[src/rtl/text_console_if.sv]
// Bundle of the keyboard stream, CPU store port, buffer write port and console status.
interface text_console_if #(
    parameter int AW = 10,
    parameter int RW = 4,
    parameter int CW = 6
);
    logic          key_valid;
    logic [7:0]    key_ascii;
    logic          key_ready;
    logic          cpu_req;
    logic [AW-1:0] cpu_addr;
    logic [7:0]    cpu_data;
    logic          cpu_gnt;
    logic [AW-1:0] sel;
    logic [7:0]    data;
    logic          we;
    logic [RW-1:0] cur_row;
    logic [CW-1:0] cur_col;
    logic          init_done;

    modport master (
        output key_valid, key_ascii, cpu_req, cpu_addr, cpu_data,
        input  key_ready, cpu_gnt, sel, data, we, cur_row, cur_col, init_done
    );

    modport slave (
        input  key_valid, key_ascii, cpu_req, cpu_addr, cpu_data,
        output key_ready, cpu_gnt, sel, data, we, cur_row, cur_col, init_done
    );
endinterface

[src/rtl/text_console_ctrl.sv]
// Cursor-tracking console writer for the display character buffer, sharing
// the single write port with a CPU store port through a round-robin arbiter.
//
// state | meaning
// INIT  | blanking every cell after reset, CPU locked out
// IDLE  | waiting for a key byte
// PUT   | one character (or backspace blank) write at the cursor
// CLEAR | blanking the row the cursor just moved onto
module text_console_ctrl #(
    parameter int         COLS  = 64,
    parameter int         ROWS  = 16,
    parameter int         AW    = 10,
    parameter logic [7:0] BLANK = 8'h20
) (
    input  logic          clk,
    input  logic          rst,
    text_console_if.slave bus
);
    localparam int RW    = $clog2(ROWS);
    localparam int CW    = $clog2(COLS);
    localparam int CELLS = COLS * ROWS;

    typedef enum logic [1:0] {INIT, IDLE, PUT, CLEAR} state_t;

    state_t        state;
    logic [AW-1:0] init_idx;
    logic [CW-1:0] clr_col;
    logic [RW-1:0] row;
    logic [CW-1:0] col;
    logic [7:0]    put_char;
    logic          put_adv;
    logic          last_cpu;
    logic          key_ready_r;
    logic          init_done_r;
    logic          we_r;
    logic [AW-1:0] sel_r;
    logic [7:0]    data_r;

    logic          engine_pend;
    logic          cpu_gnt;
    logic          accept;
    logic          is_print;
    logic          is_newline;
    logic          is_bs;
    logic          last_col;
    logic [RW-1:0] row_next;

    function automatic logic [AW-1:0] cell_addr(input logic [RW-1:0] r, input logic [CW-1:0] c);
        return AW'(int'(r) * COLS + int'(c));
    endfunction

    // When both sides want the port, whoever lost last time wins now.
    assign engine_pend = (state == PUT) || (state == CLEAR);
    assign cpu_gnt     = bus.cpu_req && (state != INIT) && !(engine_pend && last_cpu);
    assign accept      = bus.key_valid && key_ready_r;
    assign is_print    = (bus.key_ascii >= 8'h20) && (bus.key_ascii <= 8'h7E);
    assign is_newline  = (bus.key_ascii == 8'h0A) || (bus.key_ascii == 8'h0D);
    assign is_bs       = (bus.key_ascii == 8'h08);
    assign last_col    = (col == CW'(COLS - 1));
    assign row_next    = (row == RW'(ROWS - 1)) ? '0 : row + RW'(1);

    always_ff @(posedge clk or negedge rst) begin
        if (!rst) begin
            state       <= INIT;
            init_idx    <= '0;
            clr_col     <= '0;
            row         <= '0;
            col         <= '0;
            put_char    <= '0;
            put_adv     <= 1'b0;
            last_cpu    <= 1'b0;
            key_ready_r <= 1'b0;
            init_done_r <= 1'b0;
            we_r        <= 1'b0;
            sel_r       <= '0;
            data_r      <= '0;
        end else begin
            we_r <= 1'b0;
            if (cpu_gnt) begin
                we_r     <= 1'b1;
                sel_r    <= bus.cpu_addr;
                data_r   <= bus.cpu_data;
                last_cpu <= 1'b1;
            end
            case (state)
                INIT: begin
                    we_r     <= 1'b1;
                    sel_r    <= init_idx;
                    data_r   <= BLANK;
                    last_cpu <= 1'b0;
                    init_idx <= init_idx + AW'(1);
                    if (init_idx == AW'(CELLS - 1)) begin
                        init_idx    <= '0;
                        state       <= IDLE;
                        key_ready_r <= 1'b1;
                        init_done_r <= 1'b1;
                    end
                end
                IDLE: begin
                    if (accept) begin
                        if (is_print) begin
                            put_char    <= bus.key_ascii;
                            put_adv     <= 1'b1;
                            state       <= PUT;
                            key_ready_r <= 1'b0;
                        end else if (is_newline) begin
                            col         <= '0;
                            row         <= row_next;
                            clr_col     <= '0;
                            state       <= CLEAR;
                            key_ready_r <= 1'b0;
                        end else if (is_bs && (col != '0)) begin
                            col         <= col - CW'(1);
                            put_char    <= BLANK;
                            put_adv     <= 1'b0;
                            state       <= PUT;
                            key_ready_r <= 1'b0;
                        end
                    end
                end
                PUT: begin
                    if (!cpu_gnt) begin
                        we_r     <= 1'b1;
                        sel_r    <= cell_addr(row, col);
                        data_r   <= put_char;
                        last_cpu <= 1'b0;
                        if (put_adv && last_col) begin
                            col     <= '0;
                            row     <= row_next;
                            clr_col <= '0;
                            state   <= CLEAR;
                        end else begin
                            if (put_adv) col <= col + CW'(1);
                            state       <= IDLE;
                            key_ready_r <= 1'b1;
                        end
                    end
                end
                CLEAR: begin
                    if (!cpu_gnt) begin
                        we_r     <= 1'b1;
                        sel_r    <= cell_addr(row, clr_col);
                        data_r   <= BLANK;
                        last_cpu <= 1'b0;
                        clr_col  <= clr_col + CW'(1);
                        if (clr_col == CW'(COLS - 1)) begin
                            state       <= IDLE;
                            key_ready_r <= 1'b1;
                        end
                    end
                end
                default: state <= INIT;
            endcase
        end
    end

    assign bus.cpu_gnt   = cpu_gnt;
    assign bus.key_ready = key_ready_r;
    assign bus.init_done = init_done_r;
    assign bus.we        = we_r;
    assign bus.sel       = sel_r;
    assign bus.data      = data_r;
    assign bus.cur_row   = row;
    assign bus.cur_col   = col;
endmodule

[src/flat_wrapper.sv]
// flat-port wrapper written by rule: the top's interface ports become plain ports
module text_console_ctrl_flat 
#(
    parameter int         COLS  = 64,
    parameter int         ROWS  = 16,
    parameter int         AW    = 10,
    parameter logic [7:0] BLANK = 8'h20
)
  (clk, rst, bus_key_valid, bus_key_ascii, bus_cpu_req, bus_cpu_addr, bus_cpu_data, bus_key_ready, bus_cpu_gnt, bus_sel, bus_data, bus_we, bus_cur_row, bus_cur_col, bus_init_done);
  text_console_if #(.AW(AW), .RW(4), .CW(6)) bus_i ();
  input  logic clk;
  input  logic rst;
  input wire logic [$bits(bus_i.key_valid)-1:0] bus_key_valid;
  input wire logic [$bits(bus_i.key_ascii)-1:0] bus_key_ascii;
  input wire logic [$bits(bus_i.cpu_req)-1:0] bus_cpu_req;
  input wire logic [$bits(bus_i.cpu_addr)-1:0] bus_cpu_addr;
  input wire logic [$bits(bus_i.cpu_data)-1:0] bus_cpu_data;
  output wire logic [$bits(bus_i.key_ready)-1:0] bus_key_ready;
  output wire logic [$bits(bus_i.cpu_gnt)-1:0] bus_cpu_gnt;
  output wire logic [$bits(bus_i.sel)-1:0] bus_sel;
  output wire logic [$bits(bus_i.data)-1:0] bus_data;
  output wire logic [$bits(bus_i.we)-1:0] bus_we;
  output wire logic [$bits(bus_i.cur_row)-1:0] bus_cur_row;
  output wire logic [$bits(bus_i.cur_col)-1:0] bus_cur_col;
  output wire logic [$bits(bus_i.init_done)-1:0] bus_init_done;
  assign bus_i.key_valid = bus_key_valid;
  assign bus_i.key_ascii = bus_key_ascii;
  assign bus_i.cpu_req = bus_cpu_req;
  assign bus_i.cpu_addr = bus_cpu_addr;
  assign bus_i.cpu_data = bus_cpu_data;
  assign bus_key_ready = bus_i.key_ready;
  assign bus_cpu_gnt = bus_i.cpu_gnt;
  assign bus_sel = bus_i.sel;
  assign bus_data = bus_i.data;
  assign bus_we = bus_i.we;
  assign bus_cur_row = bus_i.cur_row;
  assign bus_cur_col = bus_i.cur_col;
  assign bus_init_done = bus_i.init_done;
  text_console_ctrl #(.COLS(COLS), .ROWS(ROWS), .AW(AW), .BLANK(BLANK)) u_core (.clk(clk), .rst(rst), .bus(bus_i));
endmodule
[config.mk]
export PLATFORM = sky130hd
export DESIGN_NAME = text_console_ctrl_flat
export DESIGN_NICKNAME = d
export VERILOG_FILES = /design/src/rtl/text_console_if.sv /design/src/rtl/text_console_ctrl.sv /design/src/flat_wrapper.sv
export SDC_FILE = /design/constraint.sdc
export NUM_CORES = 1
export LEC_CHECK = 0
export CORE_ASPECT_RATIO = 0.8
export CORE_UTILIZATION = 55
export DETAILED_ROUTE_END_ITERATION = 10
export DONT_BUFFER_PORTS = 1
export GPL_ROUTABILITY_DRIVEN = 0
export PLACE_DENSITY = 0.76
export SLEW_MARGIN = 15
export SYNTH_ARGS = -nofsm -noshare
export SYNTH_HDL_FRONTEND = slang
export SYNTH_SLANG_ARGS = --single-unit
[constraint.sdc]
create_clock -name clk -period 5 [get_ports clk]
set_clock_uncertainty 0.05 [all_clocks]
set_input_delay 0.75 -clock clk [delete_from_list [all_inputs] [get_ports clk]]
set_output_delay 0.75 -clock clk [all_outputs]
set_load 0.05 [all_outputs]
Word-level counts from Yosys, hierarchy flattened
Index checks and enable logic that the tools add are counted.
{"block": "word_totals", "reg_bits": 59, "word_cells": 131, "inputBits": 30}
{"block": "op_classes", "n_lt_le_gt_ge": 2, "reduce_logical": 24, "n_mux": 62, "addsub": 7, "n_eq_ne": 23}
{"operator": "6-bit two-way mux", "count": 13}
{"operator": "8-bit two-way mux", "count": 6}
{"operator": "10-bit two-way mux", "count": 4}
{"operator": "10-bit case mux with 3 select lines", "count": 1}
{"operator": "8-bit by 4-bit equality test with 1-bit output (second input constant)", "count": 3}
{"operator": "4-bit two-way mux", "count": 6}
{"operator": "8-bit case mux with 3 select lines", "count": 1}
{"operator": "10-bit by 6-bit adder with 10-bit output", "count": 2}
{"operator": "2-bit two-way mux", "count": 9}
{"operator": "6-bit case mux with 3 select lines", "count": 1}
{"operator": "6-bit AND reduction", "count": 3}
{"operator": "1-bit two-way mux", "count": 15}
{"operator": "7-bit AND reduction", "count": 2}
{"operator": "6-bit by 1-bit adder with 6-bit output (second input constant)", "count": 2}
{"operator": "6-bit equality test (second input constant)", "count": 2}
{"operator": "2-bit inequality test (second input constant)", "count": 6}
{"operator": "6-bit case mux with 2 select lines", "count": 1}
{"operator": "10-bit by 1-bit adder with 10-bit output (second input constant)", "count": 1}
{"operator": "10-bit equality test (second input constant)", "count": 1}
{"operator": "8-bit by 6-bit greater-or-equal comparator with 1-bit output (second input constant)", "count": 1}
{"operator": "8-bit by 7-bit less-or-equal comparator with 1-bit output (second input constant)", "count": 1}
{"operator": "2-bit by 1-bit inequality test with 1-bit output (second input constant)", "count": 4}
{"operator": "2-bit case mux with 4 select lines", "count": 1}
{"operator": "4-bit case mux with 2 select lines", "count": 1}
{"operator": "other kinds (20)", "count": 31}

Depth between registers and ports, before layout
Gate-level depths: netlist of the first run.
{"block": "logic_depth", "ltp_word": 8, "ltp_mapped": 10}

Worst setup path after synthesis of the first run
Ideal clock, no wire load.
{"block": "synth_path", "path_type": "input-to-output", "startpoint": "input bus_cpu_req", "endpoint": "output bus_cpu_gnt", "slack_ps": 2097, "path_buffers": 2, "stages": 5, "arrival_time_ps": 2103, "path_cell_list": "nor2b_1 > nand2_1 > inv_1 > buf_2 > buf_1"}
{"block": "synth_via", "elab_chain_len": 2}
{"element": "start, declared", "line_no": "flat_wrapper.sv:15", "source": "input wire logic [$bits(bus_i.cpu_req)-1:0] bus_cpu_req;"}
{"element": "1-bit logical AND (2 in a row)", "line_no": "text_console_ctrl.sv:54", "source": "assign cpu_gnt = bus.cpu_req && (state != INIT) && !(engine_pend && last_cpu);"}
{"element": "end, declared", "line_no": "flat_wrapper.sv:19", "source": "output wire logic [$bits(bus_i.cpu_gnt)-1:0] bus_cpu_gnt;"}
Every way passes these cells.

Worst setup path in the final report of the first run
{"block": "layout_path", "startpoint": "register u_core.state[0]", "endpoint": "output bus_cpu_gnt"}
{"block": "layout_via", "elab_chain_len": 5, "elab_cells_between_ends": 8, "classes_between": "eq/ne (2); reduce/logical (6)"}
{"element": "start, declared", "line_no": "text_console_ctrl.sv:25", "source": "state_t state;"}
{"element": "start signal, assigned", "line_no": "text_console_ctrl.sv:64", "source": "state <= INIT;"}
{"element": "start signal, assigned", "line_no": "text_console_ctrl.sv:94", "source": "state <= IDLE;"}
{"element": "start signal, assigned", "line_no": "text_console_ctrl.sv:104", "source": "state <= PUT;"}
{"element": "2-bit equality test", "line_no": "text_console_ctrl.sv:53", "source": "assign engine_pend = (state == PUT) || (state == CLEAR);"}
{"element": "1-bit logical OR", "line_no": "text_console_ctrl.sv:53"}
{"element": "1-bit logical AND", "line_no": "text_console_ctrl.sv:54"}
{"element": "1-bit zero test", "line_no": "text_console_ctrl.sv:54"}
{"element": "1-bit logical AND *", "line_no": "text_console_ctrl.sv:54"}
Mark *: on every way between the ends. The rest lies on a longest branch, timed or not.

==> results of run 1 <==
==> layout make-up <==
type / instances / area, µm² / share of cell area (%)
well taps: 81 / 101.3 / 2.703
multi-input cells: 287 / 1884 / 50.25
flip-flops and latches: 59 / 1476 / 39.37
clock buffers: 9 / 123.9 / 3.303
inverters: 19 / 71.32 / 1.902
clock inverters: 7 / 77.57 / 2.069
repair buffers: 2 / 15.01 / 0.4004
==> metal layers <==
layer	track usage, %	vias to the layer above
met5	0	-
met4	8.289	0
met3	10.04	13
met2	39.93	113
met1	35.94	1476
li1	-	1399
==> stage by stage <==
stage                     total power [mW]  cells
after floorplan                      2.067    386
after global placement               2.277    448
after detailed placement             2.310    448
after CTS                            2.765    464
after global routing                 2.945    464
final                                2.766    464
==> synthesized netlist by cell type, types with 3 or more instances <==
cell type | number | area share, %
inv_1 | 18 | 1.9
mux2_2 | 13 | 4.2
and3_1 | 5 | 0.89
nand4_1 | 7 | 1.2
nand2_1 | 45 | 4.8
nor3_1 | 6 | 0.85
xor2_1 | 3 | 0.75
a21o_1 | 8 | 1.7
a221oi_1 | 9 | 2.2
mux2i_1 | 4 | 1.1
o31ai_1 | 7 | 1.5
o22ai_1 | 5 | 0.89
o21ai_1 | 3 | 0.43
nor4_1 | 6 | 1.1
nand2b_1 | 4 | 0.71
clkbuf_1 | 15 | 1.6
or2_2 | 4 | 0.71
dfrtp_1 | 59 | 42
or3_1 | 4 | 0.71
a31oi_1 | 8 | 1.4
nand3_1 | 19 | 2.7
xnor2_1 | 5 | 1.2
o21ai_0 | 18 | 2.6
ha_1 | 12 | 4.3
nor2_1 | 24 | 2.6
buf_2 | 5 | 0.71
nand3b_1 | 4 | 0.85
a211oi_1 | 4 | 0.85
a21oi_1 | 21 | 3.0
==> cells by family after synthesis <==
logic type                 count (synthesis)
AOI/OAI and AO/OA                        110
xor gates and xnor gates                   8
adders and majority gates                 12
buffers and inverters                     40
DFF                                       59
muxes                                     19
and+or+nand+nor                          138
==> sequential cells by signal (all words and copies together), names as in the netlist, 2 cells and up <==
| name | count |
|---|---|
| u_core.bus.cur_col | 6 |
| u_core.bus.data | 8 |
| u_core.state | 2 |
| u_core.bus.cur_row | 4 |
| u_core.bus.sel | 10 |
| u_core.clr_col | 6 |
| u_core.init_idx | 10 |
| u_core.put_char | 8 |
==> path summary, 6_finish.rpt <==
kind | startpoint | end | slack, ns
max | u_core.state[0] | bus_cpu_gnt | 1.69
min | rst | u_core.clr_col[3] | 0.04
max reg2reg | u_core.state[1] | u_core.clr_col[4] | 1.70
min reg2reg | u_core.put_char[1] | u_core.put_char[1] | 0.43
max in group asynchronous | rst | u_core.last_cpu | 4.74
min in group clk | u_core.put_char[1] | u_core.put_char[1] | 0.43
==> report_power, final <==
part | total [mW] | switching (mW) | internal [mW]
Clock | 0.446 | 0.213 | 0.233
Sequential | 1.28 | 0.606 | 0.670
Combinational | 1.04 | 0.609 | 0.435
Total | 2.77 | 1.43 | 1.34
==> parameters.txt, run 1 <==
Parameter                              Value

Outcome
  Run status    finished, final reports clean

Setup path
  Number of gates on the worst path with buffers counted    5
  Start-to-end type of the worst setup path    flop to output port
  Required time worst endpoint    about 4.2 ns
  CP arrival    2.51 ns
  Cell family with most CP delay    buffers and inverters
  Number of cells on the worst reg-to-reg path    6
  Nature of the critical path endpoint    output port
  Critical Path Start Type    flop
  CP max FO    22
  Sequence of cells on the critical path    inv_1 > ha_1 > nor2b_1 > nand2_1 > inv_1
  Worst-path cell with the longest stage delay    inv_1
  Cell seen most often among critical-path stages    inv_1
  Critical path buffer and inverter count    2
  Slowest stage delay, CP    0.80 ns

Synthesis
  Simple-gate portion of the synthesized area    19.49%
  Number of instances in the synthesized netlist    386
  Area of the mapped netlist    3517 µm²
  Synthesized-area fraction occupied by adder cells    4.269%
  Sequential element share of the synthesized area    about two fifths
  Count of warnings emitted by yosys    0
  Dominant combinational cell family by area after synthesis    compound AO/OA/AOI/OAI gates
  Unique cell type count in the Yosys netlist    62
  Post-synthesis xor/xnor area fraction    1.992%
  Number of register bits inferred by synthesis    59
  Async S/R FF share, synth    100.0%
  Post-synthesis net count    about 430
  Synthesized area per cell    9.112 µm²
  Share of the synthesized area in compound gates (AO/OA/AOI/OAI)    21.88%
  Share of synthesized area spent on multiplexers    between 5 and 6%
  Number of enable flip-flop cells after synthesis    0
  Most used flip-flop cell after synthesis    dfrtp_1

Floorplanning
  Io pins    62
  Die height    73.53 µm
  Number of cell rows    25
  Starting utilization of the core area    58.26%
  Full die area    6721 µm²
  Die X    91.41 µm
  Placeable core area    6037 µm²

Clocking
  Clock edge transition at the registers on the reported setup and hold paths    roughly 0.07 ns
  Number of clock sinks seen by CTS    59
  Max Buffers Root-to-Sink    2
  Total CTS buffers    9
  Source-to-sink clock delay at the later pin of the worst-skew pair    0.35 ns
  TritonCTS clock tree    yes
  Number of H-tree levels    3
  Post-CTS Setup Bufs    0
  Post-cts resize count    0
  Root buf cell    clkbuf_8
  Number of buffers inserted for hold repair after clock tree synthesis    0

STA
  Worst rel slew slack    26.66%
  Hold Vio Cnt, Final    0
  Setup total negative slack    0 ns
  Final Hold Slack    0.04179 ns
  PnR worst setup slack    1.694 ns
  Period utilization    66.12%
  Achievable frequency    302.5 MHz
  Crit path time final    3.306 ns
  Total setup violations reported at the end of the flow    0
  Unrepaired setup endpoints after global routing    false
  Number of max-slew violations in the final report    0
  Actual transition at the worst max-transition pin    1.099 ns

Drt
  Drt pass-1 iters    5
  DRT antenna net count    0
  Final wirelength    8.402 mm
  Length of routed met2 wiring    3.707 mm
  Routed met1 length    3.774 mm
  Average vias per placed instance    roughly 6.5
  Total DRC errors in the routed layout    0
  Average wire per cell in the routed design    between 15 and 20 µm
  Total vias in the final route    3001
  Met3 layer wire length in the routed design    807 µm
  Starting DRT DRC Count    246
  Top routing layer used    met4

GRT
  Antenna violations before repair    0
  Largest net degree at the start of global routing    60
  Overall routing resource usage    between 20% and 30%
  GR Overflow Total    0
  First-pass GRT wire length    13.88 mm
  Via count of the first global-routing pass    2822

Finish
  Commonest non-fill, non-tap cell in the layout    dfrtp_1
  Diode insertion count for antenna repair    0
  Final cell utilization of the core    62.11%
  Final non-filler cell area    about 3700 µm²
  Number of fill cells in the layout    about 520
  Nets@finish    420
  Layout cells sized above 1    10.97%
  Top library cells by usage in the layout, fill and taps aside    dfrtp_1, nand2_1, nor2_1
  Area Growth Syn to Fin    6.617%

Pwr
  Total power divided by cell area    ~740 nW/µm²
  Peak supply drop    0.4990 mV
  Reported leakage power    1.645 nW

Place
  Count of buffers inserted at the top-level ports    0
  Post-place setup slack    approximately 1.7 ns
  Placed Instance Area    3548 µm²
  Half-perimeter wire length of the detailed placement result    5.817 mm

Flow run
  Reported max-cap violation count    0

Hold path
  Path category of the worst min-delay check    primary input to asynchronous set/reset pin
Power figures use the tool's default switching activity.
==> run 2, diff against run 1 <==
- clock period: 5 -> 3.1 ns (I/O delays scaled with it)
==> parameters.txt, run 2 (synthesis results as in run 1) <==
Parameter                              Value

Drt
  Total DRC errors in the routed layout    0 (unchanged)
  Starting DRT DRC Count    275 (was 246)
  Total vias in the final route    2980 (was 3001)
  Final wirelength    8.434 mm (was 8.402 mm)
  DRT antenna net count    0 (unchanged)
  Drt pass-1 iters    5 (unchanged)
  Average wire per cell in the routed design    17.50 µm (was 18.11 µm)
  Average vias per placed instance    6.183 (was 6.468)

Setup path
  Critical Path Start Type    flop (unchanged)
  Sequence of cells on the critical path    inv_1 > ha_1 > o21ai_0 > nand2_1 > inv_1 > buf_4 > buf_4 (was inv_1 > ha_1 > nor2b_1 > nand2_1 > inv_1)
  Slack of the worst reg-to-reg path    0.57 ns (was 1.70 ns)
  Start-to-end type of the worst setup path    flop to output port (unchanged)
  Setup crit start    u_core.state[0] (unchanged)
  Number of cells on the worst reg-to-reg path    9 (was 6)
  CP arrival    2.22 ns (was 2.51 ns)
  Worst-path cell with the longest stage delay    dfrtp_1 (was inv_1)
  Endpoint of the worst-slack reg-to-reg timing path    u_core.bus.sel[8] (was u_core.clr_col[4])
  Start of the worst register-to-register path    u_core.state[0] (was u_core.state[1])
  Required time worst endpoint    2.58 ns (was 4.20 ns)
  Slowest stage delay, CP    0.40 ns (was 0.80 ns)
  Nature of the critical path endpoint    output port (unchanged)
  CP max FO    11 (was 22)

Pwr
  Reported leakage power    1.723 nW (was 1.645 nW)
  Peak supply drop    0.6888 mV (was 0.4990 mV)
  Final total power    4.493 mW (was 2.766 mW)
  Total power divided by cell area    1157 nW/µm² (was 737.5 nW/µm²)

Floorplanning
  Number of cell rows    25 (unchanged)
  Placeable core area    6037 µm² (unchanged)
  Io pins    62 (unchanged)
  Full die area    6721 µm² (unchanged)
  Die height    73.53 µm (unchanged)
  Die X    91.41 µm (unchanged)
  Starting utilization of the core area    58.26% (unchanged)

STA
  Final Hold Slack    0.1964 ns (was 0.04179 ns)
  Achievable frequency    365.6 MHz
  Setup total negative slack    0 ns (unchanged)
  Actual transition at the worst max-transition pin    0.6157 ns (was 1.099 ns)
  Number of max-slew violations in the final report    0 (unchanged)
  Unrepaired setup endpoints after global routing    false (unchanged)
  Total setup violations reported at the end of the flow    0 (unchanged)
  PnR worst setup slack    0.3645 ns (was 1.694 ns)
  Crit path time final    between 2 and 3 ns
  Period utilization    88.24%
  Worst rel slew slack    58.96% (was 26.66%)
  Hold Vio Cnt, Final    0 (unchanged)

Finish
  Area Growth Syn to Fin    10.42% (was 6.617%)
  Multi-input logic area    1884 µm² (unchanged)
  Top library cells by usage in the layout, fill and taps aside    dfrtp_1, nand2_1, nor2_1 (unchanged)
  Commonest non-fill, non-tap cell in the layout    dfrtp_1 (unchanged)
  Nets@finish    438 (was 420)
  Number of fill cells in the layout    526 (was 517)
  Layout cells sized above 1    14.71% (was 10.97%)
  Final cell utilization of the core    64.33% (was 62.11%)
  Area of all sequential standard cells    1476 µm² (unchanged)
  Final cell count without fillers    482 (was 464)
  Diode insertion count for antenna repair    0 (unchanged)
  Final non-filler cell area    3884 µm² (was 3750 µm²)

GRT
  GR Overflow Total    0 (unchanged)
  Via count of the first global-routing pass    2859 (was 2822)
  First-pass GRT wire length    14.23 mm (was 13.88 mm)
  Antenna violations before repair    0 (unchanged)
  Largest net degree at the start of global routing    60 (unchanged)
  Overall routing resource usage    27.91% (was 26.64%)

Clocking
  Number of H-tree levels    3 (unchanged)
  Total CTS buffers    9 (unchanged)
  Post-cts resize count    0 (unchanged)
  Max Buffers Root-to-Sink    2 (unchanged)
  Source-to-sink clock delay at the later pin of the worst-skew pair    0.35 ns (about the same)
  Number of clock sinks seen by CTS    59 (unchanged)
  Number of buffers inserted for hold repair after clock tree synthesis    2 (was 0)
  TritonCTS clock tree    yes (unchanged)
  Root buf cell    clkbuf_8 (unchanged)
  Post-CTS Setup Bufs    0 (unchanged)
  Clock edge transition at the registers on the reported setup and hold paths    0.07 ns (about the same)

Hold path
  Hold endpoint    u_core.bus.sel[5]
  Min-Delay Path Depth    2
  Path category of the worst min-delay check    primary input to flop (was primary input to asynchronous set/reset pin)
  Origin of the worst min-delay path    bus_cpu_addr[5]

Place
  Post-place setup slack    0.6059 ns (was 1.744 ns)
  Count of buffers inserted at the top-level ports    0 (unchanged)
  Placed Instance Area    3669 µm² (was 3548 µm²)
  Placed instance count    464 (was 448)
  Half-perimeter wire length of the detailed placement result    6.110 mm (was 5.817 mm)

Flow run
  Reported max-cap violation count    0 (unchanged)

Outcome
  Run status    finished, final reports clean (unchanged)
[run 2: cell types whose count changed in the layout (fill, tap and decap cells not counted), sizes merged]
cell and change:
dlygate4sd3 +1, bufinv -1, clkinv -1, clkinvlp +2, buf +17
[run 2: layer usage]
layer / vias to the layer above / track usage (%) / part of all wire [%]
met1: 1410 / 38.13 / 46
met4: 0 / 9.347 / 1.5
met2: 121 / 41.27 / 43
met5: - / 0 / 0
li1: 1438 / - / -
met3: 11 / 10.25 / 9.4
[run 2: cell type report]
| class | instances | share of cell area (%) |
|---|---|---|
| inverter | 19 | 1.836 |
| timing repair buffer | 20 | 4.446 |
| tap | 81 | 2.610 |
| multi-input combinational | 287 | 48.52 |
| sequential | 59 | 38.02 |
| clock buffer | 9 | 3.189 |
| clock inverter | 7 | 1.385 |
[run 2: report_power, final]
part	switching, mW	internal (mW)
logic	1.13	0.800
clock network	0.339	0.293
registers	0.851	1.08
[run 2: how the worst max path moves through the flow]
stage	depth (start not counted)	end	slack, ns
after detailed placement	9	u_core.bus.sel[8]	0.61
after floorplan	7	bus_cpu_gnt	0.56
after global placement	7	u_core.clr_col[2]	0.66
after CTS	7	bus_cpu_gnt	0.37
after global routing	7	bus_cpu_gnt	0.20
final	7	bus_cpu_gnt	0.36
[run 2: worst max-delay path: cells and delay by family (launching register included)]
kind            cells  cell delay (ns)
compound gates      1             0.24
simple gates        1             0.11
fa+ha+maj           1             0.24
buf+inv             4             0.87
flops               1             0.40
==> run 3, diff against run 2 <==
--- a/config.mk
+++ b/config.mk
@@ -7,2 +7,3 @@
 export LEC_CHECK = 0
+export CAP_MARGIN = 0
 export CORE_ASPECT_RATIO = 0.8
==> constraint.sdc (replaced) <==
create_clock -name clk -period 3.1 [get_ports clk]
set_clock_uncertainty 0.05 [all_clocks]
set_input_delay 0.155 -clock clk [delete_from_list [all_inputs] [get_ports clk]]
set_output_delay 0.155 -clock clk [all_outputs]
set_load 0.05 [all_outputs]
==> parameters.txt, run 3 (synthesis results as in run 1) <==
Parameter                              Value

Clocking
  Post-cts resize count    0 (unchanged)
  Source-to-sink clock delay at the later pin of the worst-skew pair    0.35 ns (about the same)
  TritonCTS clock tree    yes (unchanged)
  Clock edge transition at the registers on the reported setup and hold paths    0.08 ns (was 0.07 ns)
  Number of clock sinks seen by CTS    59 (unchanged)
  Post-CTS Setup Bufs    0 (unchanged)
  Root buf cell    clkbuf_8 (unchanged)
  Max Buffers Root-to-Sink    2 (unchanged)
  Number of H-tree levels    3 (unchanged)
  Total CTS buffers    9 (unchanged)

Finish
  Top library cells by usage in the layout, fill and taps aside    dfrtp_1, nand2_1, nor2_1 (unchanged)
  Nets@finish    451 (was 438)
  Final cell count without fillers    495 (was 482)
  Diode insertion count for antenna repair    0 (unchanged)
  Final cell utilization of the core    67.46% (was 64.33%)
  Layout cells sized above 1    13.29% (was 14.71%)
  Number of fill cells in the layout    481 (was 526)
  Commonest non-fill, non-tap cell in the layout    dfrtp_1 (unchanged)
  Area Growth Syn to Fin    15.80% (was 10.42%)

GRT
  GR Overflow Total    0 (unchanged)
  Antenna violations before repair    0 (unchanged)
  First-pass GRT wire length    15.38 mm (was 14.23 mm)
  Via count of the first global-routing pass    3107 (was 2859)
  Largest net degree at the start of global routing    60 (unchanged)
  Overall routing resource usage    29.53% (was 27.91%)

STA
  Final Hold Slack    0.01357 ns (was 0.1964 ns)
  Total setup violations reported at the end of the flow    0 (unchanged)
  Worst rel slew slack    41.46% (was 58.96%)
  Hold Vio Cnt, Final    0 (unchanged)
  Actual transition at the worst max-transition pin    0.8773 ns (was 0.6157 ns)
  Crit path time final    2.856 ns (was 2.735 ns)
  Unrepaired setup endpoints after global routing    false (unchanged)
  Period utilization    92.13% (was 88.24%)
  Achievable frequency    350.2 MHz (was 365.6 MHz)
  Setup total negative slack    0 ns (unchanged)
  Number of max-slew violations in the final report    0 (unchanged)

Drt
  Starting DRT DRC Count    143 (was 275)
  Total DRC errors in the routed layout    0 (unchanged)
  Total vias in the final route    3086 (was 2980)
  Final wirelength    9.044 mm (was 8.434 mm)
  DRT antenna net count    0 (unchanged)
  Average wire per cell in the routed design    18.27 µm (was 17.50 µm)
  Average vias per placed instance    6.234 (was 6.183)
  Drt pass-1 iters    5 (unchanged)

Floorplanning
  Die height    73.53 µm (unchanged)
  Starting utilization of the core area    58.26% (unchanged)
  Placeable core area    6037 µm² (unchanged)
  Full die area    6721 µm² (unchanged)
  Die X    91.41 µm (unchanged)
  Number of cell rows    25 (unchanged)
  Io pins    62 (unchanged)

Setup path
  CP arrival    3.08 ns (was 2.22 ns)
  Critical Path Start Type    flop (unchanged)
  CP max FO    12 (was 11)
  Nature of the critical path endpoint    flop (was output port)
  Slack of the worst reg-to-reg path    0.24 ns (was 0.57 ns)
  Required time worst endpoint    3.33 ns (was 2.58 ns)
  Start-to-end type of the worst setup path    flop to flop (was flop to output port)

Pwr
  Reported leakage power    1.800 nW (was 1.723 nW)
  Total power divided by cell area    1153 nW/µm² (was 1157 nW/µm²)
  Final total power    4.697 mW (was 4.493 mW)
  Peak supply drop    0.7353 mV (was 0.6888 mV)

Place
  Half-perimeter wire length of the detailed placement result    6.154 mm (was 6.110 mm)
  Placed instance count    460 (was 464)
  Count of buffers inserted at the top-level ports    0 (unchanged)

Outcome
  Run status    finished, final reports clean (unchanged)

Flow run
  Reported max-cap violation count    0 (unchanged)

Hold path
  Path category of the worst min-delay check    primary input to flop (unchanged)
==> run 3: area by class of cell <==
type | count | area [µm²] | share of cell area [%]
flip-flops and latches | 59 | 1476 | 36.25
clock inverters | 6 | 88.84 | 2.181
repair buffers | 33 | 312.8 | 7.680
inverters | 19 | 71.32 | 1.751
multi-input cells | 287 | 1884 | 46.27
clock buffers | 10 | 137.6 | 3.379
well taps | 81 | 101.3 | 2.488
==> run 3: what timing repair did <==
action | CTS | global route
hold buffers | 19 | 0
hold endpoints to repair | 75 | 0
endpoints found under the setup margin | 0 | 0
==> run 3: power breakdown <==
group          total, mW  switching, mW  internal, mW
combinational       1.95           1.16         0.786
clock              0.805          0.331         0.474
sequential          1.94          0.860          1.08
total               4.70           2.35          2.34
==> run 3: final timing paths <==
path                                     from               endpoint  depth (start not counted)
setup / recovery              u_core.state[0]      u_core.clr_col[4]                          7
hold / removal               bus_key_ascii[4]     u_core.put_char[4]                          3
setup reg to reg              u_core.state[0]      u_core.clr_col[4]                          7
hold reg to reg            u_core.put_char[1]     u_core.put_char[1]                          1
max in group asynchronous                 rst     u_core.put_char[5]                          2
min in group asynchronous                 rst  u_core.bus.cur_col[1]                          2
==> run 3: critical path: stages (launching register included) <==
cell and delay, ns:
dfrtp_1 0.41, inv_1 0.12, ha_1 0.36, or2_2 0.39
a22oi_1 0.23, o2111ai_1 0.46, or4b_1 0.66, nand3_1 0.10
==> run 3: through the flow <==
stage	setup WS (ns)	area (µm²)
3_5_place_dp	0.3411	3638
3_3_place_gp	0.4466	3638
4_1_cts	0.3067	4073
2_1_floorplan	0.6161	3517
5_1_grt	0.08359	4073
6_report	0.2441	4073
==> run 3: layer usage <==
layer	global-route usage, %	vias to the layer above	wire length [µm]
li1	-	1467	-
met1	39.13	1501	4021
met2	46.53	108	4163
met3	9.317	10	754
met4	9.524	0	104
met5	0	-	0
